File: src/rtl/karnaugh_sweep.sv
// Sweeps a,b,c,d through all 16 vectors, samples the POS block output, and builds a truth table plus a minterm count.
// Optional self-check ports are enabled by defining KARNAUGH_SWEEP_CHECK_EN.
module karnaugh_sweep #(
  parameter int unsigned SETTLE_CYCLES = 1
) (
  input  logic        clk,
  input  logic        reset,
  input  logic        start,
  input  logic        o_in,
`ifdef KARNAUGH_SWEEP_CHECK_EN
  input  logic [15:0] expected,
  output logic        mismatch,
  output logic [15:0] mismatch_mask,
`endif
  output logic        a,
  output logic        b,
  output logic        c,
  output logic        d,
  output logic        busy,
  output logic        done,
  output logic [15:0] truth_table,
  output logic [4:0]  minterm_count
);

  typedef enum logic [1:0] {IDLE, SETTLE, SAMPLE, DONE} state_t;

  localparam logic [3:0] SETTLE_INIT = 4'(SETTLE_CYCLES);

  state_t     state, state_d;
  logic [3:0] idx;
  logic [3:0] cnt;
  logic       clear, sample, cnt_dec;

  always_comb begin
    state_d = state;
    clear   = 1'b0;
    sample  = 1'b0;
    cnt_dec = 1'b0;
    unique case (state)
      IDLE, DONE: begin
        if (start) begin
          state_d = SETTLE;
          clear   = 1'b1;
        end
      end
      SETTLE: begin
        if (cnt == 4'd1) state_d = SAMPLE;
        else             cnt_dec = 1'b1;
      end
      SAMPLE: begin
        sample  = 1'b1;
        state_d = (idx == 4'd15) ? DONE : SETTLE;
      end
    endcase
  end

  always_ff @(posedge clk) begin
    if (reset) begin
      state         <= IDLE;
      idx           <= '0;
      cnt           <= '0;
      truth_table   <= '0;
      minterm_count <= '0;
`ifdef KARNAUGH_SWEEP_CHECK_EN
      mismatch_mask <= '0;
`endif
    end else begin
      state <= state_d;
      if (clear) begin
        idx           <= '0;
        cnt           <= SETTLE_INIT;
        truth_table   <= '0;
        minterm_count <= '0;
`ifdef KARNAUGH_SWEEP_CHECK_EN
        mismatch_mask <= '0;
`endif
      end
      if (cnt_dec) cnt <= cnt - 4'd1;
      if (sample) begin
        truth_table[idx] <= o_in;
        minterm_count    <= minterm_count + {4'd0, o_in};
`ifdef KARNAUGH_SWEEP_CHECK_EN
        mismatch_mask[idx] <= o_in ^ expected[idx];
`endif
        // idx parks at 15 so the vector outputs read 4'b1111 in DONE
        if (idx != 4'd15) begin
          idx <= idx + 4'd1;
          cnt <= SETTLE_INIT;
        end
      end
    end
  end

  assign {a, b, c, d} = idx;
  assign busy = (state == SETTLE) || (state == SAMPLE);
  assign done = (state == DONE);
`ifdef KARNAUGH_SWEEP_CHECK_EN
  assign mismatch = |mismatch_mask;
`endif

endmodule

File: config.mk
export PLATFORM = sky130hd
export DESIGN_NAME = karnaugh_sweep
export DESIGN_NICKNAME = d
export VERILOG_FILES = /design/src/rtl/karnaugh_sweep.sv
export SDC_FILE = /design/constraint.sdc
export NUM_CORES = 1
export LEC_CHECK = 0
export BUFFER_PORTS_ARGS = -buffer_cell sky130_fd_sc_hd__buf_2
export CAP_MARGIN = 0
export CORE_MARGIN = 2
export CORE_UTILIZATION = 54
export CTS_CLUSTER_DIAMETER = 80
export DETAILED_ROUTE_END_ITERATION = 7
export MAX_ROUTING_LAYER = met4
export PLACE_DENSITY_LB_ADDON = 0.1
export SYNTH_ARGS = -nofsm -noshare
export SYNTH_HDL_FRONTEND = slang
export SYNTH_SLANG_ARGS = --single-unit
File: constraint.sdc
create_clock -name clk -period 2.04 [get_ports clk]
set_input_delay 0.204 -clock clk [delete_from_list [all_inputs] [get_ports clk]]
set_output_delay 0.204 -clock clk [all_outputs]
set_load 0.02 [all_outputs]
==> metrics <==
Initial Util 0.5554; Comb pwr share 0.144; FMAX a little under 600 MHz; Ys Warns 0; simple-gate share of the synthesized area 0.2423; Synth Instances between 150 and 200; Seq/Total Area, Yosys 0.3721; Worst Clk Skew 0.001786 ns; Clk Latency, worst-skew pair 0.33 ns; unrepaired setup endpoints after global routing no; Max-Cap Viols 0; Setup WS post-layout between 0.3 and 0.4 ns; Detailed Place HPWL 2605 um; Root Driver clkbuf_4; Die X 59.58 um; R2R Path End cnt[2]$_SDFF_PP0_; main combinational cell family by area after synthesis simple AND/OR/NAND/NOR gates; die height slightly below 60 um; Routed Antenna Nets 0; initial antenna violation count 0; Peak VDD IR 0.3410 mV; worst slew pin tran ~0.58 ns; Max transition margin 0.6146; placed cell count 246; setup TNS 0 ns; fin. max-slew vios 0; Synth Register Bits 31; Period minus WS final 1.690 ns; R2R depth 7; Syn Std Cell Area 1668 um2; number of buffers created by CTS 5; static leakage 0.7293 nW; Synth area leaders dfxtp_1, ha_1, a21oi_1; Avg WL per Cell roughly 15 um; most frequent cells in the layout dfxtp_1, buf_2, a21oi_1; status complete, no violations; r2r startpoint state[0]$_SDFFE_PP0P_; CP Capture Type flip-flop; area grow syn2layout 12.83%; PwrDens 645.0 nW/um2; Setup crit start kind flip-flop; Synth top area share 0.3721; GRT Overall Usage 0.2361; Compound-Gate Fraction of Synth Area 0.2176; worst hold path endpoint truth_table[6]$_SDFF_PP0_; DRT iter0 DRCs 118; Crit path max-delay family flip-flops; slowest stage delay, CP 0.39 ns; register-to-register setup slack roughly 0.35 ns; Most Frequent Cell on Critical Path nand2_1; CP cell instances inv_1 -> ha_1 -> nand2_1 -> buf_4 -> nand2_1 -> mux2_2 -> nor3_2; commonest non-fill, non-tap cell in the layout dfxtp_1; Reg clk slew, reported paths 0.09 ns; row count 20; CTS tree yes; hold path depth 3; vias in the first global route ~1400; nets@finish around 240; DR pass1 iterations 4; Longest Clk Path Bufs 2; Synth Net Count approximately 210; total grt overflow 0; Syn Area/Cell about 8.6 um2; vias post-DR 1540; # H-tree levels 2; Required @ worst endpoint 2.30 ns; mux share of post-synthesis cell area 0.01350; worst min path class in2reg; RD Place Congestion 0.8026; Synth Area in XOR/XNOR 0.005251; # hold bufs at CTS 0; dpl ws 0.3812 ns; Int Pwr 0.0008857 W; register share of total power 0.525; Unique masters post-synth 39; IO Port Bufs 30; core area 3003 um2; final hold viol count 0; Vias/cell 6.063; HP Start o_in; Clock Sinks 31; I/O pin total 31; first-pass GRT wire length 6196 um; worst setup path startpoint state[0]$_SDFFE_PP0P_; ant diodes 0; sw frac 0.2703; P_sw 0.0003281 W; share of cells above drive strength 1 0.2127; WP buf/inv 2; fin cells 254; slowest stage cell on the critical path dfxtp_1; Post-Synth Adder-Cell Area 0.08252; top cell type by total area after synthesis dfxtp_1; Arr. time, crit path 1.95 ns; clock share of power 0.331; period utilization 0.8284; CTS resizes 0; DRT Wirelength 3691 um; largest net degree at the start of global routing 40; Final Setup Violations 0; kind of critical path reg2reg; Residual DRC 0; peak fanout along the critical path 26; die area 3549 um2; post-CTS setup buffers 0
==> cell type report <==
class	count	area [um2]
clock buffers	8	68.82
fillers	286	1121
inverters	8	30.03
repair buffers	33	185.2
flip-flops and latches	31	620.6
well taps	33	41.29
multi-input cells	141	935.9
==> metal layers <==
layer,vias up,wire length (um),track usage
met4,0,52,0.08254
met1,714,1691,0.3012
met3,6,174,0.06332
li1,781,-,-
met2,39,1772,0.3611
met5,-,0,-
==> how the worst max path moves through the flow <==
stage          cells after the start           endpoint
4_1_cts                            7  cnt[2]$_SDFF_PP0_
3_3_place_gp                       7  cnt[2]$_SDFF_PP0_
6_report                           7  cnt[2]$_SDFF_PP0_
3_5_place_dp                       7  cnt[2]$_SDFF_PP0_
5_1_grt                            7  cnt[2]$_SDFF_PP0_
2_1_floorplan                      6  idx[0]$_SDFF_PP0_
==> synthesized netlist by cell type <==
cell,number
a21oi_1,26
a22oi_1,1
a311oi_1,3
a31oi_1,2
a32oi_1,1
a41o_1,1
a41oi_1,2
and2_1,1
and2_4,1
and2b_1,1
buf_2,5
buf_4,4
buf_6,1
clkbuf_1,4
dfxtp_1,31
ha_1,11
inv_1,8
mux2_2,2
nand2_1,16
nand2b_1,7
nand3_1,6
nand3b_1,3
nand4_1,17
nor2_1,5
nor2b_1,4
nor3_1,5
nor3_2,1
nor3b_2,1
nor4_1,1
nor4_2,1
nor4b_1,1
o211ai_1,11
o21ai_0,1
o21ai_1,1
o21ai_2,1
o22ai_1,1
o311ai_0,4
o31ai_1,1
xor2_1,1
==> logic make-up after synthesis <==
family | after synthesis
AO/OA/AOI/OAI | 56
XOR/XNOR | 1
adder cells (fa/ha/maj) | 11
buffers and inverters | 22
flip-flops | 31
multiplexers | 2
AND/OR/NAND/NOR | 71
==> power by group through the flow <==
stage	logic [W]	clock network (W)	registers [W]
floorplan	0.000139	0	0.000648
global placement	0.000168	0	0.000650
detailed placement	0.000173	0	0.000651
CTS	0.000174	0.000417	0.000637
global route	0.000196	0.000442	0.000641
finish	0.000174	0.000402	0.000637
==> worst min-delay path, stage by stage <==
cell	delay, ns
buf_2	0.20
nand4_1	0.10
a21oi_1	0.06
==> state kept, by name, summed over array words and instances (netlist names) <==
register / count
cnt: 4
truth_table: 16
minterm_count: 5
idx: 4
state: 2
==> through the flow <==
step | hold WS, ns | power (W) | area [um2] | utilization
2_1_floorplan | 0.2750 | 0.0007869 | 1668 | -
3_3_place_gp | 0.4614 | 0.0008183 | 1813 | 0.6038
3_5_place_dp | 0.4719 | 0.0008247 | 1813 | 0.6038
4_1_cts | 0.2586 | 0.001229 | 1882 | 0.6267
5_1_grt | 0.2810 | 0.001279 | 1882 | 0.6267
6_report | 0.2813 | 0.001214 | 1882 | 0.6267
(Power assumes the default switching activity.)
